--- config.mk ---
export PLATFORM = sky130hd
export DESIGN_NAME = led_pattern_gen
export DESIGN_NICKNAME = d
export VERILOG_FILES = /design/src/rtl/led_pkg.sv /design/src/rtl/led_pattern_gen_ctrl_sync.sv /design/src/rtl/led_pattern_gen.sv
export SDC_FILE = /design/constraint.sdc
export NUM_CORES = 1
export LEC_CHECK = 0
export CORE_MARGIN = 1.5
export CORE_UTILIZATION = 45
export CTS_BUF_LIST = sky130_fd_sc_hd__clkbuf_8 sky130_fd_sc_hd__clkbuf_16
export DETAILED_ROUTE_END_ITERATION = 6
export MAX_ROUTING_LAYER = met4
export PLACE_DENSITY = 0.62
export SYNTH_ARGS = -nofsm -noshare
export SYNTH_HDL_FRONTEND = slang
export SYNTH_SLANG_ARGS = --single-unit
--- constraint.sdc ---
create_clock -name clk -period 2.8 [get_ports clk]
set_clock_uncertainty 0.2 [all_clocks]
set_input_delay 0.42 -clock clk [delete_from_list [all_inputs] [get_ports clk]]
set_output_delay 0.42 -clock clk [all_outputs]
set_load 0.02 [all_outputs]
--- src/rtl/led_pkg.sv ---
// Shared definitions for the LED pattern engine: mode codes, control-word
// field layout and the tick prescaler divisor.
package led_pkg;

   typedef enum logic [1:0] {
      MODE_OFF   = 2'd0,
      MODE_ON    = 2'd1,
      MODE_BLINK = 2'd2,
      MODE_PWM   = 2'd3
   } led_mode_e;

   localparam int CTRL_W     = 32;
   localparam int MODE_W     = 2;
   localparam int R_MODE_LSB = 0;
   localparam int G_MODE_LSB = 2;
   localparam int DUTY_W     = 8;
   localparam int R_DUTY_LSB = 4;
   localparam int G_DUTY_LSB = 12;
   localparam int HALF_W     = 8;
   localparam int HALF_LSB   = 20;
   localparam int EN_BIT     = 31;

   function automatic int calc_div(input int clk_freq, input int tick_hz);
      return clk_freq / tick_hz;
   endfunction

endpackage

--- src/rtl/led_pattern_gen_ctrl_sync.sv ---
// Re-times the asynchronous GPIO word and latches it into the shadow register
// only after it has been seen identical on two consecutive synchronizer stages.
module ctrl_sync
   import led_pkg::*;
(
   input  logic              clk,
   input  logic              rst_n,
   input  logic [CTRL_W-1:0] gpio_ctrl,
   output logic [CTRL_W-1:0] shadow,
   output logic              load,
   output logic              upd_o
);

   logic [CTRL_W-1:0] s1;
   logic [CTRL_W-1:0] s2;
   logic [CTRL_W-1:0] s3;

   // A bus still in flight shows s2 != s3, so partially updated words never load.
   assign load = (s2 == s3) && (s3 != shadow);

   always_ff @(posedge clk or negedge rst_n) begin
      if (!rst_n) begin
         s1     <= '0;
         s2     <= '0;
         s3     <= '0;
         shadow <= '0;
         upd_o  <= 1'b0;
      end else begin
         s1    <= gpio_ctrl;
         s2    <= s1;
         s3    <= s2;
         upd_o <= load;
         if (load) begin
            shadow <= s3;
         end
      end
   end

endmodule

--- src/rtl/led_pattern_gen.sv ---
// Per-LED pattern engine: OFF/ON/BLINK/PWM for the red and green LEDs, driven
// from a synchronized GPIO control word and a 1 ms blink timebase.
module led_pattern_gen
   import led_pkg::*;
#(
   parameter int CLK_FREQ = 25_000_000,
   parameter int TICK_HZ  = 1000,
   parameter int PWM_BITS = 8
) (
   input  logic              clk,
   input  logic              rst_n,
   input  logic [CTRL_W-1:0] gpio_ctrl,
   output logic              r_led,
   output logic              g_led,
   output logic              upd_o,
   output logic              tick_o
);

   localparam int DIV   = calc_div(CLK_FREQ, TICK_HZ);
   localparam int PRE_W = (DIV > 2) ? $clog2(DIV) : 1;

   logic [CTRL_W-1:0]   shadow;
   logic                load;
   logic [PRE_W-1:0]    pre_cnt;
   logic                tick;
   logic [HALF_W-1:0]   half;
   logic [HALF_W-1:0]   half_eff;
   logic [HALF_W-1:0]   blink_last;
   logic [HALF_W-1:0]   blink_cnt;
   logic                phase;
   logic [PWM_BITS-1:0] pwm_cnt;
   logic                unused_rsvd;

   ctrl_sync u_ctrl_sync (
      .clk       (clk),
      .rst_n     (rst_n),
      .gpio_ctrl (gpio_ctrl),
      .shadow    (shadow),
      .load      (load),
      .upd_o     (upd_o)
   );

   assign unused_rsvd = ^shadow[30:28];

   function automatic logic led_drive(
      input logic [MODE_W-1:0]   mode_bits,
      input logic [DUTY_W-1:0]   duty,
      input logic                ph,
      input logic [PWM_BITS-1:0] cnt
   );
      logic on;
      on = 1'b0;
      case (led_mode_e'(mode_bits))
         MODE_OFF:   on = 1'b0;
         MODE_ON:    on = 1'b1;
         MODE_BLINK: on = ph;
         MODE_PWM:   on = ({{(32-PWM_BITS){1'b0}}, cnt} < {{(32-DUTY_W){1'b0}}, duty});
         default:    on = 1'b0;
      endcase
      return on;
   endfunction

   // Prescaler: one tick every DIV clocks, never disturbed by word loads.
   assign tick   = (pre_cnt == PRE_W'(DIV - 1));
   assign tick_o = tick;

   always_ff @(posedge clk or negedge rst_n) begin
      if (!rst_n) begin
         pre_cnt <= '0;
      end else if (tick) begin
         pre_cnt <= '0;
      end else begin
         pre_cnt <= pre_cnt + 1'b1;
      end
   end

   // Blink phase is shared by both LEDs; a half_period of 0 behaves as 1.
   assign half       = shadow[HALF_LSB +: HALF_W];
   assign half_eff   = (half == '0) ? HALF_W'(1) : half;
   assign blink_last = half_eff - 1'b1;

   always_ff @(posedge clk or negedge rst_n) begin
      if (!rst_n) begin
         blink_cnt <= '0;
         phase     <= 1'b0;
      end else if (load) begin
         blink_cnt <= '0;
         phase     <= 1'b0;
      end else if (tick) begin
         if (blink_cnt == blink_last) begin
            blink_cnt <= '0;
            phase     <= ~phase;
         end else begin
            blink_cnt <= blink_cnt + 1'b1;
         end
      end
   end

   always_ff @(posedge clk or negedge rst_n) begin
      if (!rst_n) begin
         pwm_cnt <= '0;
      end else begin
         pwm_cnt <= pwm_cnt + 1'b1;
      end
   end

   // Output stage: LEDs lag shadow/phase/pwm_cnt by one clock.
   always_ff @(posedge clk or negedge rst_n) begin
      if (!rst_n) begin
         r_led <= 1'b0;
         g_led <= 1'b0;
      end else begin
         r_led <= shadow[EN_BIT] &
                  led_drive(shadow[R_MODE_LSB +: MODE_W], shadow[R_DUTY_LSB +: DUTY_W],
                            phase, pwm_cnt);
         g_led <= shadow[EN_BIT] &
                  led_drive(shadow[G_MODE_LSB +: MODE_W], shadow[G_DUTY_LSB +: DUTY_W],
                            phase, pwm_cnt);
      end
   end

endmodule

# [After elaboration in Yosys (flattened, before gate mapping)]
# Cells that the tools add are included.
[totals] romBits=0 elab_cells=47 out_inout_bits=4 reg_bits=163 mem_bits_rw=0 latchBits=0 memories=0
[classes] n_addsub=4 n_eq_ne=10 n_lt_le_gt_ge=2 n_bitwise=3 n_mul=0 shifts=0 n_div=0 reduce_logical=7 muxes=10
[op_table] operator="== test 32 bit" count=1
[op_table] operator="2-to-1 mux 8 bit" count=4
[op_table] operator="inequality test 32 bit" count=1
[op_table] operator="adder 8 x 1 -> 8 bit, second input constant" count=2
[op_table] operator="less-than comparator 8 bit" count=2
[op_table] operator="adder 15 x 1 -> 15 bit, second input constant" count=1
[op_table] operator="== test 15 bit, second input constant" count=1
[op_table] operator="2-to-1 mux 15 bit" count=1
[op_table] operator="== test 2 bit, second input constant" count=4
[op_table] operator="== test 8 bit" count=1
[op_table] operator="zero test 8 bit" count=1
[op_table] operator="one-hot mux 1 bit (4 select lines)" count=2
[op_table] operator="subtractor 8 x 1 -> 8 bit, second input constant" count=1
[op_table] operator="== test 2 x 1 -> 1 bit, second input constant" count=2
[op_table] operator="zero test 2 bit" count=2
[op_table] operator="nonzero test 2 bit" count=2
[op_table] operator="2-to-1 mux 1 bit" count=3
[op_table] operator="bitwise AND 1 bit" count=2
[op_table] operator="AND reduction 2 bit" count=1
[op_table] operator="logical AND 1 bit" count=1
[op_table] operator="inverter 1 bit" count=1

# [Logic depth before layout (Yosys ltp)]
[logic_depth] ltp_word=7 ltp_mapped=9 mapped_depth_nobuf=8

# [Hierarchy]
# A second synthesis with hierarchy kept.
[hier_totals] cells_unflattened=476 area_unflattened_um2=6518.8
[by_module_without_submodules] mod="ctrl_sync" cells_per_inst=250 area_per_inst_um2=4330.4 seq_area_each_um2=3228.1 n_inst=1
[by_module_without_submodules] mod="led_pattern_gen" cells_per_inst=226 area_per_inst_um2=2188.3 seq_area_each_um2=850.8 n_inst=1

# [Least setup slack after synthesis]
# Ideal clock, no wire load.
[synth_path] kind="register -> register" from="register u_ctrl_sync.shadow[22]" to="register phase" setup_time_ns=0.136 path_stages_with_launch=10 slack_ns=0.183 arrival_time_ns=2.281 path_buffers=1 path_cell_list="dfrtp_1 > buf_6 > nor4_4 > a31oi_1 > ha_1 > a22o_1 > a211oi_1 > o2111ai_2 > o311ai_1 > o41ai_1"
[synth_between] elab_chain_len=6 elab_cells_between_ends=10 classes_between="add/sub (1); eq/ne (2); mux (2); reduce/logical (5)"
[synth_rtl] item="start: declaration" line="led_pattern_gen_ctrl_sync.sv:9" source="output logic [CTRL_W-1:0] shadow,"
[synth_rtl] item="start signal: assignment" line="led_pattern_gen_ctrl_sync.sv:26" source="shadow <= '0;"
[synth_rtl] item="start signal: assignment" line="led_pattern_gen_ctrl_sync.sv:34" source="shadow <= s3;"
[synth_rtl] item="zero test 8 bit" line="led_pattern_gen.sv:79" source="assign half_eff = (half == '0) ? HALF_W'(1) : half;"
[synth_rtl] item="2-to-1 mux 8 bit" line="led_pattern_gen.sv:79"
[synth_rtl] item="subtractor 8 x 1 -> 8 bit" line="led_pattern_gen.sv:80" source="assign blink_last = half_eff - 1'b1;"
[synth_rtl] item="== test 8 bit" line="led_pattern_gen.sv:90" source="if (blink_cnt == blink_last) begin"
[synth_rtl] item="nonzero test 2 bit (no source line)"
[synth_rtl] item="AND reduction 2 bit (no source line)"
[synth_rtl] item="end signal: assignment" line="led_pattern_gen.sv:92" source="phase <= ~phase;"
[synth_rtl] item="end: declaration" line="led_pattern_gen.sv:30" source="logic phase;"
# Several ways; a longest one is shown, not always the timed one.
# A chain may end at the register's enable or synchronous reset.

# [Final worst setup path]
# Same ends and word-level chain as after synthesis.

==> results.cfg <==
[clock_tree]
cts_root_buf = clkbuf_16
htreeDepth = 4
numClockSinks = 163
clkLatencyLatePin_ps = 420
clkTransAtPathRegs_ps = 60
clockBufferDepth = 2
cts_tree = built
cts_inserted_buffers = 17

[global_routing]
grt_antenna_before_repair = 0
track_usage = 0.1776
grt_pass1_wl_um = 19620
grt_pass1_vias = 3872
grt_overflow = 0
grt_max_degree = 67

[power_and_ir_drop]
p_int_mw = 3.892
swShare = 0.2167
clock_power_share = 0.467
ir_drop_v = 0.0005191
switching_power_mw = 1.076
p_total_mw = 4.968
power.share.sequential = 0.498
p_per_area_nw_per_um2 = 629.3
leakagePower_nw = 3.534
p_comb_frac = 0.034

[timing]
setup_viol = 0
worstMarginPinSlew_ps = 625.7
hold_viol = 0
rsz0062_at_grt = false
relSlewSlack = 0.5828
max_freq_mhz = 374.2
period_share = 0.9545
fin_crit_ps = 2673
slew_viol_final = 0
tns_ps = 0

[finish]
antenna_cells = 0
drive_gt1_frac = 0.1569
nets = 600
area_growth_pct = 19.78

[logic_synthesis]
syn_nets = 542
ys_top_cells_by_area = dfrtp_1, xor2_1, xnor2_1
synth_top_cell_area_share = 0.6188
synth_area_per_cell_sq_um = 13.45
synth_ff_type = dfrtp_1
async_reset_ff_frac = 1.000
synth-seq-area-share = 0.6188
synth_cell_types = 47
yosysWarnings = 0
netlist_area_sq_um = 6591
synth_top_cell_by_area = dfrtp_1
synth-edff-count = 0
ys_ff_latch = 163
synthCells = 490

[placement]
hpwl_um = 8170
port_buffers = 37
gp_congestion = 0.9070

[floorplan]
coreArea_sq_um = 14420
die-area_sq_um = 15380
die_h_um = 124.0
die_x_um = 124.0
rows = 44
initial_utilization = 0.4570
ioPinCount = 38

[worst_setup_path]
critical_path_arrival_ps = 2760
r2r_end = phase
critPathKind = flop to flop
reg2reg_depth = 8
worst_r2r_startpoint = u_ctrl_sync.shadow[22]
startpoint_type = flop
r2r_setup_slack_ps = 130
cp.required_ps = 2890
worst-path-max-fanout = 7
endpoint_kind = flop

[route]
drcViolationCount = 0
postRouteAntennaNets = 0
viasPerCell = 5.064
drtPass1Iterations = 4
via_count = 3773
wl_um = 11660
wl_per_cell_um = 15.65
initialDrtViolationCount = 176

[job]
maxCapViolCount = 0

[min_path]
holdPathEnd = u_ctrl_sync.s2[9]
min_from = u_ctrl_sync.s1[9]
hold_depth = 0
min-delay-path-class = flop to flop

[status]
outcome = complete, no violations
## cells in the mapped netlist, types with 2 or more instances
cell and instances:
and4_1 2, and3_1 8, ha_1 18, a21o_1 5
nor2_1 13, xor2_1 45, o211ai_1 5, nand2b_1 4
buf_2 7, inv_1 23, or2_2 4, mux2_1 5
mux2_2 28, o21ai_0 4, nor3_1 6, o2111ai_1 4
nand4_1 16, dfrtp_1 163, a211oi_1 5, clkbuf_1 4
nand3_1 10, nor4bb_1 2, nor2b_1 2, xnor2_1 44
nor4_1 11, nand2_1 15, a31oi_1 3, a21oi_1 11
nor4_4 2, or3_1 3, nand3b_1 2
## layer usage
metal / wire, um / part of all wire / vias to the layer above / global-route usage
li1: - / - / 1828 / -
met1: 5655 / 0.48 / 1864 / 0.2299
met3: 418 / 0.036 / 14 / 0.05357
met2: 5418 / 0.46 / 67 / 0.2655
met5: 0 / 0 / - / -
met4: 167 / 0.014 / 0 / 0.06534
## worst max path at each step
stage                                 startpoint      endpoint
after floorplan           u_ctrl_sync.shadow[22]         phase
after global placement    u_ctrl_sync.shadow[24]         phase
after detailed placement  u_ctrl_sync.shadow[22]         phase
after CTS                 u_ctrl_sync.shadow[24]         phase
after global routing      u_ctrl_sync.shadow[22]  blink_cnt[5]
final                     u_ctrl_sync.shadow[22]         phase
## cell usage in the layout, fill, tap and decap left out, drive strengths merged, types with 4 or more instances in the layout
cell / netlist / routed
a21o: 5 / 5
a21oi: 11 / 11
xor2: 45 / 45
o211ai: 5 / 5
o21ai: 4 / 4
o2111ai: 5 / 5
nand3: 10 / 10
or2: 4 / 4
clkdlybuf4s50: 0 / 35
mux2: 33 / 33
clkbuf: 4 / 19
nand4: 16 / 16
nor4: 13 / 13
and3: 8 / 8
nor2: 14 / 14
buf: 9 / 15
nand2: 15 / 15
nor3: 6 / 6
or3: 4 / 4
inv: 23 / 29
ha: 18 / 18
nand2b: 4 / 4
a211oi: 5 / 5
dfrtp: 163 / 163
xnor2: 44 / 44
## state kept, by name, summed over array words and instances (netlist names)
signal              count
phase                   1
u_ctrl_sync.upd_o       1
u_ctrl_sync.s2         32
pre_cnt                15
blink_cnt               8
pwm_cnt                 8
u_ctrl_sync.s1         32
r_led                   1
u_ctrl_sync.shadow     32
g_led                   1
u_ctrl_sync.s3         32
## layout make-up
cell class / instances / area (sq um)
Timing Repair Buffer: 52 / 526.8
Sequential cell: 163 / 4079
Fill cell: 1196 / 6529
Multi-Input combinational cell: 291 / 2372
Clock inverter: 13 / 147.6
Clock buffer: 19 / 452.9
Inverter: 23 / 86.33
Tap cell: 184 / 230.2
## what timing repair did
item                                    in CTS  in global routing
hold buffers                                 1                  0
buffers inserted                             0                  1
endpoints found under the setup margin       0                 10
hold endpoints to repair                    62                  0
gates resized for setup                      0                  4
## kinds of logic after synthesis
group,share of synthesized area
xor+xnor,0.1183
compound gates,0.05600
flops,0.6188
fa+ha+maj,0.03417
buf+inv,0.02354
mux,0.05638
simple gates,0.09283
## critical path, stage by stage, from the launching register on
cell	delay (ps)
dfrtp_1	410
nor4_4	370
a31oi_2	170
ha_2	250
a22o_1	220
a211oi_1	270
o2111ai_2	250
o311ai_1	290
o41ai_1	120
## power by group through the flow
stage / combinational (mW) / clock (mW) / sequential, mW
after floorplan: 0.0580 / 0 / 2.51
after global placement: 0.171 / 0 / 2.52
after detailed placement: 0.174 / 0 / 2.52
after CTS: 0.177 / 2.39 / 2.48
after global routing: 0.192 / 2.49 / 2.48
final: 0.170 / 2.32 / 2.48
## stage by stage
step / setup WS, ps / instance area, sq um / util / hold WS (ps) / instances
6_report: 127.3 / 7895 / 0.5474 / 146.6 / 745
5_1_grt: 22.61 / 7895 / 0.5474 / 153.0 / 745
4_1_cts: 23.73 / 7870 / 0.5456 / 149.1 / 744
3_5_place_dp: 31.87 / 7259 / 0.5033 / 134.7 / 711
3_3_place_gp: 144.5 / 7259 / 0.5033 / 132.6 / 711
2_1_floorplan: 182.9 / 6591 / - / -75.59 / 490
Note: power is estimated with default switching activity, not from simulation.
